**src/rtl/wv_pkg.sv**
```systemverilog
`default_nettype none
// ============================================================================
// Module      : wv_pkg
// Description : Shared constants and FSM state type for the wakasagi viewer
//               frame scan controller.
// Revision    : 1.0 - initial release
// ============================================================================
package wv_pkg;

  // Default geometry of the picture memory and line array
  localparam int WV_ADDR_W     = 16;
  localparam int WV_DATA_W     = 8;
  localparam int WV_LINES      = 64;
  localparam int WV_PIC_W_BYTE = 128;
  localparam int WV_PIC_COLS   = 128;
  localparam int WV_HEAD       = 0;

  // Last phase of the 256-cycle frame; the line picdata swap happens here
  localparam logic [7:0] FRAME_LAST = 8'd255;

  typedef enum logic [1:0] {
    IDLE  = 2'd0,
    FETCH = 2'd1,
    DONE  = 2'd2
  } state_t;

endpackage
`default_nettype wire

```
**src/rtl/wv_column_stepper.sv**
```systemverilog
`default_nettype none
// ============================================================================
// Module      : wv_column_stepper
// Description : Scroll column register. At frame end it moves the column by
//               step_size in the selected direction, wrapping modulo PIC_COLS
//               with one conditional add/subtract (step_size < PIC_COLS).
// Revision    : 1.0 - initial release
// ============================================================================
module wv_column_stepper
  import wv_pkg::*;
#(
  parameter int ADDR_W   = WV_ADDR_W,
  parameter int PIC_COLS = WV_PIC_COLS
) (
  input  logic              clk,
  input  logic              rst_N,
  input  logic              frame_end,
  input  logic              freeze,
  input  logic              dir,
  input  logic [7:0]        step_size,
  output logic [ADDR_W-1:0] column
);

  localparam logic [ADDR_W:0] C_COLS = (ADDR_W+1)'(PIC_COLS);

  logic [ADDR_W-1:0] r_column;
  logic [ADDR_W:0]   w_col;
  logic [ADDR_W:0]   w_step;
  logic [ADDR_W:0]   w_sum;
  logic [ADDR_W:0]   w_up;
  logic [ADDR_W:0]   w_down;
  logic [ADDR_W-1:0] w_next;

  // Candidate next column: one extra bit so the sum cannot overflow before the wrap
  always_comb begin
    w_col  = {1'b0, r_column};
    w_step = (ADDR_W+1)'(step_size);
    w_sum  = w_col + w_step;
    w_up   = (w_sum >= C_COLS) ? (w_sum - C_COLS) : w_sum;
    w_down = (w_col >= w_step) ? (w_col - w_step) : (w_col + C_COLS - w_step);
    w_next = dir ? ADDR_W'(w_down) : ADDR_W'(w_up);
  end

  // Column advances once per frame unless frozen
  always_ff @(posedge clk or negedge rst_N) begin
    if (!rst_N) begin
      r_column <= '0;
    end else if (frame_end && !freeze) begin
      r_column <= w_next;
    end
  end

  assign column = r_column;

endmodule
`default_nettype wire

```
**src/rtl/wv_scan_ctrl.sv**
```systemverilog
`default_nettype none
// ============================================================================
// Module      : wv_scan_ctrl
// Description : Frame-level scan controller. Runs the 256-phase frame
//               counter, fetches one byte per line slot from picture memory
//               over a req/ack port each frame, delivers bytes to lines via
//               an ID-addressed load strobe, and flags late fetches.
// Revision    : 1.0 - initial release
// ============================================================================
module wv_scan_ctrl
  import wv_pkg::*;
#(
  parameter int ADDR_W     = WV_ADDR_W,
  parameter int DATA_W     = WV_DATA_W,
  parameter int LINES      = WV_LINES,
  parameter int PIC_W_BYTE = WV_PIC_W_BYTE,
  parameter int PIC_COLS   = WV_PIC_COLS,
  parameter int HEAD       = WV_HEAD
) (
  input  logic              clk,
  input  logic              rst_N,
  input  logic              enable,
  input  logic              freeze,
  input  logic              dir,
  input  logic [7:0]        step_size,
  input  logic              overrun_clr,
  output logic              mem_req,
  output logic [ADDR_W-1:0] mem_addr,
  input  logic              mem_ack,
  input  logic [DATA_W-1:0] mem_rdata,
  output logic [7:0]        counter,
  output logic              load_en,
  output logic [7:0]        load_id,
  output logic [DATA_W-1:0] load_data,
  output logic              frame_sync,
  output logic [ADDR_W-1:0] column,
  output logic              overrun,
  output logic              busy
);

  localparam logic [7:0]        C_LAST_IDX = 8'(LINES - 1);
  localparam logic [ADDR_W-1:0] C_HEAD     = ADDR_W'(HEAD);
  localparam logic [ADDR_W-1:0] C_STRIDE   = ADDR_W'(PIC_W_BYTE);

  state_t            r_state;
  state_t            w_state_nxt;
  logic [7:0]        r_counter;
  logic [7:0]        r_idx;
  logic [ADDR_W-1:0] r_row_base;
  logic              r_load_en;
  logic [7:0]        r_load_id;
  logic [DATA_W-1:0] r_load_data;
  logic              r_overrun;

  logic              w_frame_end;
  logic              w_fetching;
  logic              w_req;
  logic              w_take;
  logic              w_restart;

  // Handshake qualifiers: the request is withdrawn on the frame-end cycle so
  // an ack arriving there is ignored
  assign w_frame_end = (r_counter == FRAME_LAST);
  assign w_fetching  = (r_state == FETCH);
  assign w_req       = w_fetching && !w_frame_end;
  assign w_take      = w_req && mem_ack && enable;
  assign w_restart   = !enable || (r_state == IDLE) || w_frame_end;

  // State register
  always_ff @(posedge clk or negedge rst_N) begin
    if (!rst_N) begin
      r_state <= IDLE;
    end else begin
      r_state <= w_state_nxt;
    end
  end

  // Next-state logic; a frame end in FETCH or DONE always starts a new fetch
  always_comb begin
    w_state_nxt = r_state;
    if (!enable) begin
      w_state_nxt = IDLE;
    end else begin
      case (r_state)
        IDLE:    w_state_nxt = FETCH;
        FETCH: begin
          if (w_frame_end) begin
            w_state_nxt = FETCH;
          end else if (w_take && (r_idx == C_LAST_IDX)) begin
            w_state_nxt = DONE;
          end
        end
        DONE: begin
          if (w_frame_end) begin
            w_state_nxt = FETCH;
          end
        end
        default: w_state_nxt = IDLE;
      endcase
    end
  end

  // Frame phase counter, held at zero while idle
  always_ff @(posedge clk or negedge rst_N) begin
    if (!rst_N) begin
      r_counter <= '0;
    end else if (!enable || (r_state == IDLE)) begin
      r_counter <= '0;
    end else begin
      r_counter <= r_counter + 8'd1;
    end
  end

  // Line index and row base advance together so no multiplier is needed
  always_ff @(posedge clk or negedge rst_N) begin
    if (!rst_N) begin
      r_idx      <= '0;
      r_row_base <= C_HEAD;
    end else if (w_restart) begin
      r_idx      <= '0;
      r_row_base <= C_HEAD;
    end else if (w_take) begin
      r_idx      <= r_idx + 8'd1;
      r_row_base <= r_row_base + C_STRIDE;
    end
  end

  // Capture accepted data and strobe it to its line one cycle later
  always_ff @(posedge clk or negedge rst_N) begin
    if (!rst_N) begin
      r_load_en   <= 1'b0;
      r_load_id   <= '0;
      r_load_data <= '0;
    end else begin
      r_load_en <= w_take;
      if (w_take) begin
        r_load_id   <= r_idx;
        r_load_data <= mem_rdata;
      end
    end
  end

  // Sticky overrun; a late fetch at frame end outranks a same-cycle clear
  always_ff @(posedge clk or negedge rst_N) begin
    if (!rst_N) begin
      r_overrun <= 1'b0;
    end else if (w_fetching && w_frame_end) begin
      r_overrun <= 1'b1;
    end else if (overrun_clr) begin
      r_overrun <= 1'b0;
    end
  end

  wv_column_stepper #(
    .ADDR_W   (ADDR_W),
    .PIC_COLS (PIC_COLS)
  ) u_column_stepper (
    .clk       (clk),
    .rst_N     (rst_N),
    .frame_end (w_frame_end),
    .freeze    (freeze),
    .dir       (dir),
    .step_size (step_size),
    .column    (column)
  );

  assign mem_req    = w_req;
  assign mem_addr   = r_row_base + column;
  assign counter    = r_counter;
  assign load_en    = r_load_en;
  assign load_id    = r_load_id;
  assign load_data  = r_load_data;
  assign frame_sync = w_frame_end;
  assign overrun    = r_overrun;
  assign busy       = w_fetching;

endmodule
`default_nettype wire

```
**config.mk**
```make
export PLATFORM = sky130hd
export DESIGN_NAME = wv_scan_ctrl
export DESIGN_NICKNAME = d
export VERILOG_FILES = /design/src/rtl/wv_pkg.sv /design/src/rtl/wv_column_stepper.sv /design/src/rtl/wv_scan_ctrl.sv
export SDC_FILE = /design/constraint.sdc
export NUM_CORES = 1
export LEC_CHECK = 0
export BUFFER_PORTS_ARGS = -buffer_cell sky130_fd_sc_hd__clkbuf_2
export CAP_MARGIN = 30
export CELL_PAD_IN_SITES_DETAIL_PLACEMENT = 0
export CELL_PAD_IN_SITES_GLOBAL_PLACEMENT = 2
export CORE_MARGIN = 5
export CORE_UTILIZATION = 35
export DETAILED_ROUTE_END_ITERATION = 10
export PLACE_DENSITY_LB_ADDON = 0.1
export SYNTH_ARGS = -nofsm -noshare
export SYNTH_HDL_FRONTEND = slang
export SYNTH_SLANG_ARGS = --single-unit
```
**constraint.sdc**
```tcl
create_clock -name clk -period 3.8 [get_ports clk]
set_input_delay 0.38 -clock clk [delete_from_list [all_inputs] [get_ports clk]]
set_output_delay 0.38 -clock clk [all_outputs]
set_load 0.01 [all_outputs]
```
==> results.sh, run 1 <==
export IMPL_initial_core_util_pct=35.2
export IMPL_hold_class="in2reg"
export IMPL_cts_buffers=9
export IMPL_async_flop_share_pct=100
export IMPL_tightest_slew_ns=0.705
export IMPL_drive_above_1_share_pct=19.2
export IMPL_synthDistinctLibCells=78
export IMPL_hp_start="overrun_clr"
export IMPL_rows=46
export IMPL_slew_headroom_pct=52.8
export IMPL_dpl_hpwl_um=12400
export IMPL_track_usage_pct=17.5
export IMPL_finalHoldViolCount=0
export IMPL_cts_root_buf="clkbuf_16"
export IMPL_synth_nets=744
export IMPL_period_share_pct=91.7
export IMPL_r2r_slack_ns=0.31
export IMPL_port_buffers=83
export IMPL_maxCapViolations=0
export IMPL_p_leak_nw=3.21
export IMPL_grt_max_degree=27
export IMPL_vias_per_cell=5.06
export IMPL_syn_cell_area_um2=5530
export IMPL_ant_nets=0
export IMPL_drc_errors=0
export IMPL_fmax_mhz=287
export IMPL_endpoint_kind="flop"
export IMPL_regToRegEndpoint="u_column_stepper.column[8]"
export IMPL_synth_seq_cells=61
export IMPL_path_max_fanout=9
export IMPL_diodes=0
export IMPL_area_delta_synth_final_pct=19.0
export IMPL_ios=84
export IMPL_fp_dieH_um=136
export IMPL_hold_path_end="overrun"
export IMPL_syn_area_per_cell_um2=8.46
export IMPL_crit_type="reg2reg"
export IMPL_critPathRequiredTime_ns=4.02
export IMPL_slew_viol_final=0
export IMPL_worstSetupStartpointType="flop"
export IMPL_syn_inst=654
export IMPL_clk_path_buf_depth=2
export IMPL_postPlaceCellArea_um2=6240
export IMPL_vias=4863
export IMPL_clock_latency_ns=0.32
export IMPL_drt_first_pass_iters=4
export IMPL_seq_area_frac_synth_pct=27.6
export IMPL_max_vdd_ir_drop_v=0.000180
export IMPL_clk_pin_slew_worst_paths_ns=0.06
export IMPL_routed_wl_um=15700
export IMPL_cts_sinks=61
export IMPL_setup_tns_ns=0
export IMPL_nets=831
export IMPL_grt_pass1_vias=4921
export IMPL_routabilityCongestion=0.822
export IMPL_r2r_cells=11
export IMPL_cts_tree="done"
export IMPL_synth_enable_flop_cells=0
export IMPL_wl_per_cell_um=16.3
export IMPL_final_setup_skew_ns=0.00781
export IMPL_rsz0062_at_grt="false"
export IMPL_fillerInstances=1614
export IMPL_status="finished clean"
export IMPL_die_area_um2=18400
export IMPL_cp_arrival_ns=3.70
export IMPL_antenna_found_initial=0
export IMPL_drt_iter0_markers=269
export IMPL_design_area_um2=6580
export IMPL_reg2reg_from="u_column_stepper.column[7]"
export IMPL_grt_pass1_wl_um=25600
export IMPL_die_w_um=136
export IMPL_setup_viol=0
export IMPL_finalCriticalPeriod_ns=3.49
export IMPL_core_area_um2=15700
export IMPL_powerDensity_nw_per_um2=337
export IMPL_synth_warnings=0
export IMPL_hold_depth=2
export IMPL_gr_total_overflow=0
export IMPL_post_cts_setup_buffer_count=0
export IMPL_htree_levels=3
export IMPL_synthFlopType="dfrtp_1"
cell usage after synthesis (4+ instances only):
master    instances  share of area (%)
nand2_1          82                5.6
dfrtp_1          61                 28
ha_1             58                 13
nor2_1           57                3.9
inv_1            55                3.7
a21oi_1          29                2.6
xnor2_1          29                4.6
xor2_1           28                4.4
nand3_1          25                2.3
o21ai_0          24                2.2
clkbuf_1         18                1.2
nand4_1          11                1.2
nor3_1           11                1.0
a31oi_1          10                1.1
nand2b_1         10                1.1
fa_1              9                3.3
and3_1            8               0.91
nor2b_1           7               0.79
buf_4             6               0.81
o31ai_1           6               0.81
a211o_1           5               0.79
a21o_1            5               0.68
o211ai_1          5               0.68
o21bai_1          5               0.68
nor3b_1           4               0.54
o21ai_1           4               0.36
o22ai_1           4               0.45
how the worst max path moves through the flow:
stage                                           from                    endpoint  cells past startpoint
after floorplan           u_column_stepper.column[2]  u_column_stepper.column[8]                     12
after global placement                  step_size[7]  u_column_stepper.column[8]                     13
after detailed placement                step_size[7]  u_column_stepper.column[8]                     13
after CTS                 u_column_stepper.column[7]  u_column_stepper.column[8]                     11
after global routing      u_column_stepper.column[7]  u_column_stepper.column[8]                     11
final                     u_column_stepper.column[7]  u_column_stepper.column[8]                     11
worst max-delay path, cell delays in order, from the launching register on:
cell and delay [ns]:
dfrtp_1 0.49, ha_2 0.48, nor2b_1 0.08, or4_4 0.43, o21a_1 0.22, xnor2_1 0.23
ha_1 0.24, inv_1 0.09, a211oi_2 0.23, nand4_2 0.27, or4_1 0.53, o311ai_1 0.08
report_power, final:
group	internal, mW	leakage, nW	switching (mW)
sequential	0.676	0.797	0.0293
combinational	0.241	2.25	0.355
clock	0.598	0.160	0.320
total	1.52	3.21	0.705
cell type report:
cell class	count	area, um2	share of cell area, %
timing repair buffer	107	598	9.08
multi-input combinational	507	3650	55.4
tap	216	270	4.10
clock inverter	6	93.8	1.43
clock buffer	10	239	3.63
sequential	61	1530	23.2
inverter	55	206	3.14
state kept, by name, indices dropped and copies added (netlist names):
name / count
u_column_stepper.column: 16
load_id: 8
load_en: 1
overrun: 1
counter: 8
r_row_base: 9
load_data: 8
r_state: 2
r_idx: 8
routing by layer:
metal | track usage, % | up-vias | share of wire [%] | wire length (um)
met1 | 23.4 | 2345 | 47 | 7370
met5 | 0 | - | 0 | 0
met4 | 4.20 | 0 | 1.2 | 185
li1 | - | 2435 | - | -
met2 | 29.6 | 72 | 48 | 7560
met3 | 2.75 | 11 | 3.5 | 549
per-stage QoR:
stage | setup slack, ns | hold slack (ns) | utilization (%) | power, mW | instances
finish | 0.314 | 0.232 | 41.9 | 2.22 | 962
global route | 0.0363 | 0.222 | 41.9 | 2.35 | 962
CTS | 0.273 | 0.221 | 41.9 | 2.25 | 962
detailed placement | 0.244 | 0.334 | 39.7 | 1.31 | 945
global placement | 0.300 | 0.337 | 39.7 | 1.31 | 945
floorplan | 0.740 | 0.0844 | - | 1.12 | 654
cell usage in the layout, fill, tap and decap left out, types with 25 or more instances in the layout:
cell type	instances
dfrtp_1	61
nor2_1	57
xor2_1	28
xnor2_1	29
inv_1	55
a21oi_1	29
nand3_1	25
nand2_1	82
clkbuf_2	83
ha_1	57
cells by family (layout without fill, tap and decap cells):
group,count (synthesis),in the layout,share of synthesized area (%)
and+or+nand+nor,238,238,21.2
buffers and inverters,86,178,6.45
xor gates and xnor gates,57,57,9.03
muxes,4,4,0.747
adders and majority gates,67,67,16.4
AOI/OAI and AO/OA,141,141,18.6
DFF,61,61,27.6
timing repair:
action,in CTS,in global routing
hold endpoints to repair,15,0
hold buffers,1,0
resized for setup,0,1
setup endpoints to repair,0,1
Power figures use the tool's default switching activity.
==> inputs of run 2 (changes only) <==
Settings changed: CELL_PAD_IN_SITES_DETAIL_PLACEMENT 0 to default, CELL_PAD_IN_SITES_GLOBAL_PLACEMENT 2 to default, CORE_UTILIZATION 35 to 55, PLACE_DENSITY from default to 0.78, PLACE_DENSITY_LB_ADDON 0.1 to default.
==> results.sh, run 2 (synthesized netlist as in run 1, its figures left out) <==
export IMPL_slew_headroom_pct=49.5
export IMPL_clock_latency_ns=0.35
export IMPL_total_power_mw=1.87
export IMPL_grt_max_degree=28
export IMPL_final_setup_worst_slack_ns=0.278
export IMPL_ios=84
export IMPL_vias_per_cell=5.80
export IMPL_hold_class="in2async"
export IMPL_clk_path_buf_depth=2
export IMPL_rows=36
export IMPL_r2r_slack_ns=0.28
export IMPL_postPlaceCellArea_um2=6090
export IMPL_port_buffers=83
export IMPL_gr_total_overflow=0
export IMPL_die_w_um=110
export IMPL_cts_resized_gates=0
export IMPL_grt_pass1_vias=5035
export IMPL_diodes=0
export IMPL_drive_above_1_share_pct=18.2
export IMPL_crit_slowest_cell="or4_1"
export IMPL_die_area_um2=12200
export IMPL_dp_slack_ns=0.253
export IMPL_track_usage_pct=25.5
export IMPL_cts_root_buf="clkbuf_8"
export IMPL_timing_hold_ws_ns=0.0140
export IMPL_layout_commonest_cell="clkbuf_2"
export IMPL_wl_per_cell_um=16.9
export IMPL_rsz0062_at_grt="false"
export IMPL_status="finished clean"
export IMPL_routabilityCongestion=0.985
export IMPL_crit_type="reg2reg"
export IMPL_finalCriticalPeriod_ns=3.52
export IMPL_initial_core_util_pct=56.6
export IMPL_cp_arrival_ns=3.76
export IMPL_ant_nets=0
export IMPL_slew_viol_final=0
export IMPL_max_vdd_ir_drop_v=0.000270
export IMPL_dpl_hpwl_um=11500
export IMPL_tightest_slew_ns=0.754
export IMPL_powerDensity_nw_per_um2=298
export IMPL_grt_pass1_wl_um=24300
export IMPL_path_cells="ha_1 > nor2b_1 > or4_4 > o21a_1 > xnor2_1 > ha_1 > inv_1 > a211oi_2 > nand4_2 > or4_1 > o311ai_1"
export IMPL_crit_top_cell="ha_1"
export IMPL_drt_first_pass_iters=5
export IMPL_finalHoldViolCount=0
export IMPL_clk_pin_slew_worst_paths_ns=0.07
export IMPL_critPathRequiredTime_ns=4.04
export IMPL_area_delta_synth_final_pct=13.6
export IMPL_post_cts_setup_buffer_count=0
export IMPL_cts_tree="done"
export IMPL_fmax_mhz=284
export IMPL_vias=5056
export IMPL_htree_levels=3
export IMPL_path_max_fanout=10
export IMPL_routed_wl_um=14700
export IMPL_worstSetupStartpointType="flop"
export IMPL_design_area_um2=6280
export IMPL_cts_sinks=61
export IMPL_slowest_delay_ns=0.52
export IMPL_nets=823
export IMPL_largest_register_ffs=16
export IMPL_period_share_pct=92.7
export IMPL_setup_tns_ns=0
export IMPL_cts_buffers=9
export IMPL_final_setup_skew_ns=0.0164
export IMPL_drt_iter0_markers=340
export IMPL_mostFrequentLayoutCells="clkbuf_2 (83), nand2_1 (82), dfrtp_1 (61), ha_1 (58), nor2_1 (57)"
export IMPL_core_area_um2=9770
export IMPL_p_leak_nw=3.12
export IMPL_endpoint_kind="flop"
export IMPL_fp_dieH_um=110
export IMPL_maxCapViolations=0
export IMPL_setup_viol=0
export IMPL_drc_errors=0
export IMPL_antenna_found_initial=0
export IMPL_hold_buffers=0
==> run 2: final timing paths <==
path,start,endpoint,cells after the start
min in group clk,overrun_clr,overrun,2
max in group asynchronous,rst_N,r_state[0],3
setup / recovery,u_column_stepper.column[7],u_column_stepper.column[8],11
hold / removal,rst_N,load_id[2],1
hold reg to reg,load_data[0],load_data[0],2
setup reg to reg,u_column_stepper.column[7],u_column_stepper.column[8],11
==> run 2: cell type report <==
type | instances | area, um2
Clock buffer | 10 | 128
Clock inverter | 6 | 62.6
Fill cell | 845 | 3490
Inverter | 55 | 206
Multi-Input combinational cell | 507 | 3650
Sequential cell | 61 | 1530
Tap cell | 133 | 166
Timing Repair Buffer | 99 | 548
==> run 2: worst max-delay path, delay by kind of cell, from the launching register on <==
family / cells / cell delay [ns]
flops: 1 / 0.50
simple gates: 4 / 1.31
buf+inv: 1 / 0.09
xor+xnor: 1 / 0.22
fa+ha+maj: 2 / 0.74
compound gates: 3 / 0.55
==> run 2: where the power goes <==
group,switching [mW],internal (mW),total [mW]
logic,0.352,0.234,0.587
registers,0.0312,0.676,0.707
clock network,0.277,0.303,0.580
==> run 2: per-layer routing <==
metal	part of all wire [%]	up-vias	global-route usage (%)
met5	0	-	0
met4	1.8	0	8.36
met3	8.3	27	6.58
met2	48	203	42.2
met1	42	2405	32.6
li1	-	2421	-
==> run 2: through the flow <==
| step | std cells | utilization [%] |
|---|---|---|
| 2_1_floorplan | 654 | - |
| 3_3_place_gp | 854 | 62.1 |
| 3_5_place_dp | 855 | 62.4 |
| 4_1_cts | 871 | 64.3 |
| 5_1_grt | 871 | 64.3 |
| 6_report | 871 | 64.3 |
==> inputs of run 3 (changes only) <==
Settings changed: HOLD_SLACK_MARGIN from default to 0.12.
==> results.sh, run 3 (synthesized netlist as in run 1, its figures left out) <==
export IMPL_vias=5064
export IMPL_grt_pass1_vias=5046
export IMPL_slew_headroom_pct=51.7
export IMPL_hold_buffers=1
export IMPL_cts_resized_gates=0
export IMPL_final_setup_worst_slack_ns=0.280
export IMPL_grt_max_degree=28
export IMPL_critical_path_startpoint="u_column_stepper.column[7]"
export IMPL_powerDensity_nw_per_um2=298
export IMPL_die_w_um=110
export IMPL_drc_errors=0
export IMPL_htree_levels=3
export IMPL_status="finished clean"
export IMPL_hold_path_end="overrun"
export IMPL_max_vdd_ir_drop_v=0.000270
export IMPL_cts_tree="done"
export IMPL_mostFrequentLayoutCells="clkbuf_2 (83), nand2_1 (82), dfrtp_1 (61), ha_1 (58), nor2_1 (57)"
export IMPL_gr_total_overflow=0
export IMPL_vias_per_cell=5.81
export IMPL_regToRegEndpoint="u_column_stepper.column[8]"
export IMPL_crit_type="reg2reg"
export IMPL_period_share_pct=92.6
export IMPL_layout_commonest_cell="clkbuf_2"
export IMPL_final_setup_skew_ns=0.0165
export IMPL_hold_depth=2
export IMPL_drt_first_pass_iters=5
export IMPL_area_delta_synth_final_pct=13.8
export IMPL_hold_class="in2reg"
export IMPL_utilization_pct=64.4
export IMPL_diodes=0
export IMPL_path_max_fanout=10
export IMPL_drive_above_1_share_pct=18.1
export IMPL_setup_tns_ns=0
export IMPL_clock_latency_ns=0.35
export IMPL_r2r_cells=11
export IMPL_maxCapViolations=0
export IMPL_cts_root_buf="clkbuf_8"
export IMPL_core_area_um2=9770
export IMPL_routabilityCongestion=0.985
export IMPL_die_area_um2=12200
export IMPL_hp_start="overrun_clr"
export IMPL_dpl_hpwl_um=11500
export IMPL_ios=84
export IMPL_worstSetupStartpointType="flop"
export IMPL_dp_slack_ns=0.253
export IMPL_cts_buffers=9
export IMPL_fmax_mhz=284
export IMPL_p_leak_nw=3.12
export IMPL_rows=36
export IMPL_cts_sinks=61
export IMPL_antenna_found_initial=0
export IMPL_finalCriticalPeriod_ns=3.52
export IMPL_endpoint_kind="flop"
export IMPL_routed_wl_um=14700
export IMPL_ant_nets=0
export IMPL_drt_iter0_markers=321
export IMPL_rsz0062_at_grt="false"
export IMPL_port_buffers=83
export IMPL_initial_core_util_pct=56.6
export IMPL_total_power_mw=1.87
export IMPL_track_usage_pct=25.5
export IMPL_setup_viol=0
export IMPL_clk_path_buf_depth=2
export IMPL_clk_pin_slew_worst_paths_ns=0.08
export IMPL_post_cts_setup_buffer_count=0
export IMPL_cp_arrival_ns=3.76
export IMPL_largest_register_ffs=16
export IMPL_tightest_slew_ns=0.721
export IMPL_critPathRequiredTime_ns=4.04
export IMPL_fp_dieH_um=110
export IMPL_finalHoldViolCount=0
export IMPL_slew_viol_final=0
export IMPL_grt_pass1_wl_um=24300
export IMPL_r2r_slack_ns=0.28
export IMPL_wl_per_cell_um=16.8
export IMPL_nets=824
export IMPL_reg2reg_from="u_column_stepper.column[7]"
-- run 3: area by class of cell --
cell class	count	area [um2]
clock inverter	6	62.6
inverter	55	206
timing repair buffer	100	558
multi-input combinational	507	3650
sequential	61	1530
tap	133	166
clock buffer	10	128
fill	844	3480
-- run 3: report_power, final --
group          internal [mW]  total [mW]  leakage [nW]  switching (mW)
Combinational          0.235       0.587          2.22           0.352
Clock                  0.303       0.579         0.100           0.276
Sequential             0.676       0.707         0.797          0.0312
Total                   1.21        1.87          3.12           0.660
-- run 3: worst max-delay path, cell delays in order (launching register included) --
cell and delay, ns:
dfrtp_1 0.50, ha_1 0.49, nor2b_1 0.10, or4_4 0.43, o21a_1 0.22, xnor2_1 0.22, ha_1 0.25, inv_1 0.09
a211oi_2 0.25, nand4_2 0.26, or4_1 0.53, o311ai_1 0.08
-- run 3: metrics by stage --
stage / std cells / area (um2) / hold WS (ns)
finish: 872 / 6290 / 0.211
global route: 872 / 6290 / 0.222
CTS: 872 / 6290 / 0.198
detailed placement: 855 / 6090 / 0.384
global placement: 854 / 6070 / 0.458
floorplan: 654 / 5530 / 0.0844
-- run 3: worst max-delay path by stage --
stage | end | slack (ns) | cells after the start
2_1_floorplan | u_column_stepper.column[8] | 0.74 | 12
6_report | u_column_stepper.column[8] | 0.28 | 11
5_1_grt | u_column_stepper.column[8] | 0.05 | 11
3_3_place_gp | u_column_stepper.column[8] | 0.32 | 13
3_5_place_dp | u_column_stepper.column[8] | 0.25 | 13
4_1_cts | u_column_stepper.column[8] | 0.28 | 11
-- run 3: metal layers --
layer	global-route usage [%]	share of wire, %	vias to the layer above	wire (um)
li1	-	-	2429	-
met1	32.6	42	2408	6120
met2	42.3	48	202	7070
met3	6.58	8.6	25	1260
met4	8.36	1.6	0	241
met5	0	0	-	0
